`config.mk`:
```
export PLATFORM = sky130hd
export DESIGN_NAME = rca_nibble_sched
export DESIGN_NICKNAME = d
export VERILOG_FILES = /design/src/rtl/rca_nibble_sched.sv
export SDC_FILE = /design/constraint.sdc
export NUM_CORES = 1
export LEC_CHECK = 0
export BUFFER_PORTS_ARGS = -buffer_cell sky130_fd_sc_hd__buf_2
export CAP_MARGIN = 0
export CORE_ASPECT_RATIO = 1.1
export CORE_UTILIZATION = 39
export CTS_CLUSTER_DIAMETER = 30
export DETAILED_ROUTE_END_ITERATION = 10
export PLACE_DENSITY = 0.66
export SLEW_MARGIN = 10
export SYNTH_ARGS = -nofsm -noshare
export SYNTH_HDL_FRONTEND = slang
export SYNTH_SLANG_ARGS = --single-unit
```
`constraint.sdc`:
```
create_clock -name clk -period 1.9 [get_ports clk]
set_input_delay 0 -clock clk [delete_from_list [all_inputs] [get_ports clk]]
set_output_delay 0 -clock clk [all_outputs]
set_load 0.01 [all_outputs]
```
`src/rtl/rca_nibble_sched.sv`:
```
// Round-robin scheduler sharing one external 4-bit ripple-carry adder between two requesters.
// Optional subtract support (A - B per requester) is enabled by defining RCA_NIBBLE_SCHED_SUB_EN.
module rca_nibble_sched #(
  parameter int NIBBLES = 4,
  localparam int WIDTH = 4 * NIBBLES
) (
  input  logic             clk,
  input  logic             rst,
  input  logic             req0_valid,
  output logic             req0_ready,
  input  logic [WIDTH-1:0] req0_a,
  input  logic [WIDTH-1:0] req0_b,
  input  logic             req0_cin,
  input  logic             req1_valid,
  output logic             req1_ready,
  input  logic [WIDTH-1:0] req1_a,
  input  logic [WIDTH-1:0] req1_b,
  input  logic             req1_cin,
`ifdef RCA_NIBBLE_SCHED_SUB_EN
  input  logic             req0_sub,
  input  logic             req1_sub,
`endif
  output logic [3:0]       add_a,
  output logic [3:0]       add_b,
  output logic             add_cin,
  input  logic [3:0]       add_sum,
  input  logic             add_cout,
  output logic             rsp_valid,
  input  logic             rsp_ready,
  output logic [WIDTH-1:0] rsp_sum,
  output logic             rsp_cout,
  output logic             rsp_ovf,
  output logic             rsp_id
);

  localparam int CW = $clog2(NIBBLES);
  localparam logic [CW-1:0] LAST = CW'(NIBBLES - 1);

  typedef enum logic [1:0] {IDLE, RUN, RESP} state_t;

  state_t           r_state, w_next;
  logic             r_rrPtr, r_id, r_carry, r_aMsb, r_bMsb;
  logic [CW-1:0]    r_cnt;
  logic [WIDTH-1:0] r_a, r_b, r_sum;

  logic             w_grant0, w_grant1, w_accept, w_sub, w_cin;
  logic [WIDTH-1:0] w_a, w_b, w_bEff;

  // Arbitration and operand selection; B is inverted here for subtraction so the datapath only adds.
  always_comb begin
    w_grant0 = req0_valid && (!req1_valid || !r_rrPtr);
    w_grant1 = req1_valid && (!req0_valid || r_rrPtr);
    w_accept = (r_state == IDLE) && !rst && (w_grant0 || w_grant1);
    w_a      = w_grant1 ? req1_a : req0_a;
    w_b      = w_grant1 ? req1_b : req0_b;
`ifdef RCA_NIBBLE_SCHED_SUB_EN
    w_sub    = w_grant1 ? req1_sub : req0_sub;
`else
    w_sub    = 1'b0;
`endif
    w_bEff   = w_sub ? ~w_b : w_b;
    w_cin    = w_sub ? 1'b1 : (w_grant1 ? req1_cin : req0_cin);
  end

  always_comb begin
    w_next = r_state;
    case (r_state)
      IDLE:    if (w_accept) w_next = RUN;
      RUN:     if (r_cnt == LAST) w_next = RESP;
      RESP:    if (rsp_ready) w_next = IDLE;
      default: w_next = IDLE;
    endcase
  end

  always_ff @(posedge clk) begin
    if (rst) r_state <= IDLE;
    else     r_state <= w_next;
  end

  // Operands shift right one nibble per pass; the sum fills from the top so nibble 0 lands at the LSB.
  always_ff @(posedge clk) begin
    if (rst) begin
      r_rrPtr <= 1'b0;
      r_cnt   <= '0;
      r_carry <= 1'b0;
      r_sum   <= '0;
      r_a     <= '0;
      r_b     <= '0;
      r_id    <= 1'b0;
      r_aMsb  <= 1'b0;
      r_bMsb  <= 1'b0;
    end else begin
      case (r_state)
        IDLE: if (w_accept) begin
          r_a     <= w_a;
          r_b     <= w_bEff;
          r_aMsb  <= w_a[WIDTH-1];
          r_bMsb  <= w_bEff[WIDTH-1];
          r_id    <= w_grant1;
          r_carry <= w_cin;
          r_cnt   <= '0;
        end
        RUN: begin
          r_sum   <= {add_sum, r_sum[WIDTH-1:4]};
          r_carry <= add_cout;
          r_cnt   <= r_cnt + 1'b1;
          r_a     <= r_a >> 4;
          r_b     <= r_b >> 4;
        end
        RESP: if (rsp_ready) r_rrPtr <= ~r_id;
        default: ;
      endcase
    end
  end

  assign req0_ready = w_accept && w_grant0;
  assign req1_ready = w_accept && w_grant1;
  assign add_a      = (r_state == RUN) ? r_a[3:0] : 4'h0;
  assign add_b      = (r_state == RUN) ? r_b[3:0] : 4'h0;
  assign add_cin    = (r_state == RUN) && r_carry;
  assign rsp_valid  = (r_state == RESP);
  assign rsp_sum    = (r_state == RESP) ? r_sum : '0;
  assign rsp_cout   = (r_state == RESP) && r_carry;
  assign rsp_ovf    = (r_state == RESP) && (r_aMsb == r_bMsb) && (r_sum[WIDTH-1] != r_aMsb);
  assign rsp_id     = (r_state == RESP) && r_id;

endmodule

```
After elaboration in Yosys (flattened, before gate mapping)
Index checks and enable logic that the tools add are counted.
{ "word_totals": {"reg_bits": 57, "inputBits": 76, "word_cells": 62} }
{ "op_classes": {"addsub": 1, "n_eq_ne": 8, "n_mux": 18, "bitwise_logic": 1, "n_reduce_logical": 24} }
{ "ops": {"columns": ["op", "n"], "rows": [
  ["2-to-1 mux 16 bit", 5],
  ["case mux 16 bit (2 select lines)", 2],
  ["logical AND 1 bit", 11],
  ["2-to-1 mux 2 bit", 4],
  ["2-to-1 mux 4 bit", 2],
  ["case mux 2 bit (3 select lines)", 1],
  ["AND reduction 2 bit", 3],
  ["equality test 2 bit, second input constant", 2],
  ["logical NOT 1 bit", 4],
  ["!= test 2 bit, second input constant", 2],
  ["case mux 2 bit (2 select lines)", 1],
  ["logical OR 1 bit", 3],
  ["AND reduction 3 bit", 1],
  ["adder 2 x 1 -> 2 bit, second input constant", 1],
  ["equality test 2 x 1 -> 1 bit, second input constant", 1],
  ["logical NOT 2 bit", 1],
  ["2-to-1 mux 1 bit", 2],
  ["!= test 2 x 1 -> 1 bit, second input constant", 1],
  ["case mux 1 bit (2 select lines)", 1],
  ["nonzero test 2 bit", 1],
  ["equality test 1 bit", 1],
  ["!= test 1 bit", 1],
  ["inverter 1 bit", 1]
]} }

Longest topological paths before layout
{ "logic_depth": {"depth_word": 7, "depth_mapped": 6} }

Worst setup path before layout
Ideal clock, no wire load.
{ "synth_path": {"path_kind": "register -> register", "startpoint": "reg r_state[0]", "endpoint": "reg r_b[14]", "arrival_time_ns": 1.315, "t_required_ns": 1.766, "setup_slack_ns": 0.451, "path_stages_with_launch": 6, "n_path_buf": 2, "period_less_slack_ns": 1.449, "path_cell_list": "dfxtp_1 or4_1 buf_2 buf_6 a21oi_2 a211oi_1"} }
{ "synth_via": {"elab_chain_cells": 5} }
{ "synth_rtl": {"columns": ["element", "line", "source"], "rows": [
  ["start: declaration", "41", "state_t r_state, w_next;"],
  ["start signal: assignment", "77", "else r_state <= w_next;"],
  ["logical NOT 2 bit", "53, 93", null],
  ["logical AND 1 bit (2 in series)", "53", "w_accept = (r_state == IDLE) && !rst && (w_grant0 || w_grant1);"],
  ["!= test 2 bit (no line)", null, null],
  ["AND reduction 2 bit (no line)", null, null],
  ["end signal: assignment", "96", "r_b <= w_bEff;"],
  ["end signal: assignment", "108", "r_b <= r_b >> 4;"],
  ["end: declaration", "44", "logic [WIDTH-1:0] r_a, r_b, r_sum;"]
]} }
Parallel ways exist; a longest one is shown, timed or not.
A chain may end at the register's enable or synchronous reset.

Final worst setup path
{ "layout_path": {"startpoint": "reg r_state[0]", "endpoint": "out req0_ready"} }
{ "layout_via": {"elab_chain_cells": 4} }
{ "layout_rtl": {"columns": ["element", "line", "source"], "rows": [
  ["logical NOT 2 bit", "53", null],
  ["logical AND 1 bit (2 in series)", "53", null],
  ["logical AND 1 bit", "116", "assign req0_ready = w_accept && w_grant0;"],
  ["end: declaration", "10", "output logic req0_ready,"]
]} }
No other way between the ends.

==> impl_metrics.toml <==
[status]
status = "finished clean"

[floorplanning]
pin_count = 107
die_width_um = 82.0
die_y_um = 90.0
design.die.area_um2 = 7370
rows = 31
start_util = 0.411
core-area_um2 = 6670

[timing]
slew_headroom = 0.735
fmax_ghz = 0.568
fin_crit_ns = 1.76
tightest_slew_ns = 0.395
final_hold_viol_count = 0
rsz0062_at_grt = "no"
fin_crit_sh = 0.926
setup_tns_ns = 0
maxSlewViolCount = 0
setup_viol_count_final = 0
finalClockSkew_ns = 0.00489

[detailed_routing]
num_vias = 2807
drt-initial-drc-count = 124
postRouteAntennaNets = 0
via_per_inst = 4.88
routed_wirelength_mm = 7.44
dr.pass1.iters = 5
post-route-drc-count = 0
wire_per_inst_um = 12.9

[cells_and_area]
drive_above_1_share = 0.298
fin_nets = 565
antennaDiodeCount = 0
final_core_util = 0.613
final_cell_mix = "buf_2, nand2_1, dfxtp_1"
area_growth_pct = 49.1
layout_commonest_cell = "buf_2"
stdcell_count = 575

[critical_path]
cp-end-kind = "output port"
startpoint_type = "flop"
crit_required_ns = 1.90
arrival_ns = 1.76
ff2ff_path_depth = 5
timing.reg2reg.setup_slack_ns = 0.26
worstSetupPathType = "flop to output port"
cp_max_fo = 22

[clock_network]
cts_buffers = 9
clock_path_buffers = 2
htree_levels = 3
cts-resized-gates = 0
path_clk_slew_ns = 0.06
insertion_delay_ns = 0.33
cts_root_buffer = "clkbuf_8"
cts_tree = "built"
clock_sinks = 57

[pwr]
peakVddDrop_v = 0.000454
clockPowerShare = 0.395
cellPowerDensity_nw_per_um2 = 796
internal_power_uw = 2400
p_leak_uw = 0.00189
power_frac_seq = 0.418
power.switching_uw = 854
power_frac_comb = 0.188
power.share.switching = 0.262

[yosys]
yosysTopAreaCell = "dfxtp_1"
ys_warn_count = 0
synth_nets = 410
synth_top_cell_area_share = 0.416
synth_cells = 333
avgSynthCellArea_um2 = 8.24
ys_seq_area_frac = 0.416
ys_seq_elements = 57
synth_cell_types = 32
synth-async-reset-ratio = 0
synth.area.top_cells = "dfxtp_1, nand2_1, mux2i_1, o221ai_1, a21oi_1"
synthFlopType = "dfxtp_1"
synth_area_um2 = 2740
synth-edff-count = 0

[grt]
grt_usage = 0.213
grt_pass1_wl_mm = 12.2
overflow = 0
grt_pass1_vias = 2826
antenna_found_initial = 0
grt_max_degree = 31

[placed_design]
finalWeightedCongestion = 0.790
io_buffers = 106
dp_hpwl_mm = 4.74
dp.cells = 508

[min_path]
holdPathStages = 3
hold_class = "input pin to flop"

[job]
cap_violations = 0
## worst max-delay path: stages (launching register included)
cell     delay, ns
dfxtp_1       0.38
or4_1         0.56
buf_4         0.24
nor2_1        0.11
buf_2         0.14
## timing repair
item	CTS	global route
setup buffers	0	0
hold buffers	51	0
endpoints found under the hold margin	33	0
setup endpoints to repair	0	0
## Yosys cell counts, drive strengths merged (2+ instances only)
cell type / count
a311oi: 2
a31oi: 2
nor2: 19
dfxtp: 57
nand2b: 2
nand2: 73
mux2i: 25
o221ai: 24
o21ai: 4
nor3: 3
a21oi: 31
a211oi: 7
or2: 2
inv: 25
and2: 21
nor2b: 2
buf: 15
clkbuf: 11
## worst paths after layout
path / from / end
max: r_state[0] / req0_ready
min: req1_b[2] / r_b[2]
max reg2reg: r_rrPtr / r_a[11]
min reg2reg: r_sum[1] / r_sum[1]
## final cells by class
| cell class | instances | area, um^2 |
|---|---|---|
| Inverter | 25 | 93.8 |
| Clock inverter | 5 | 77.6 |
| Tap cell | 82 | 103 |
| Timing Repair Buffer | 170 | 1150 |
| Sequential cell | 57 | 1140 |
| Multi-Input combinational cell | 225 | 1370 |
| Fill cell | 611 | 2580 |
| Clock buffer | 11 | 151 |
## metrics by stage
step,area (um^2),setup slack (ns),hold WS (ns),total power (uW)
2_1_floorplan,2740,0.451,0.134,1730
6_report,4090,0.140,0.00262,3260
3_5_place_dp,3350,0.377,0.249,1910
4_1_cts,4090,0.141,0.00107,3280
3_3_place_gp,3350,0.407,0.246,1900
5_1_grt,4090,0.0236,0.00442,3420
## per-layer routing
layer,vias to the layer above,part of all wire,global-route usage
li1,1438,-,-
met1,1264,0.43,0.244
met2,89,0.51,0.368
met3,16,0.041,0.0325
met4,0,0.025,0.114
met5,-,0,0
## state kept, by name, indices dropped and copies added (netlist names)
name and flops:
r_id 1, r_sum 16, r_a 16, r_state 2, r_cnt 2, r_carry 1
r_b 16, r_rrPtr 1, r_aMsb 1, r_bMsb 1
## cells by family (layout without fill, tap and decap cells)
| family | Yosys count | after routing | share of synthesized area |
|---|---|---|---|
| AND/OR/NAND/NOR | 126 | 126 | 0.208 |
| buffers and inverters | 51 | 211 | 0.0844 |
| multiplexers | 25 | 25 | 0.0912 |
| AO/OA/AOI/OAI | 73 | 73 | 0.195 |
| adder cells (fa/ha/maj) | 1 | 1 | 0.00456 |
| flip-flops | 57 | 57 | 0.416 |
## power groups by stage
stage	registers (uW)	clock network, uW	logic [uW]
floorplan	1370	0	355
global placement	1380	0	521
detailed placement	1390	0	528
CTS	1360	1310	610
global route	1370	1360	681
finish	1360	1290	611
(Power assumes the default switching activity.)
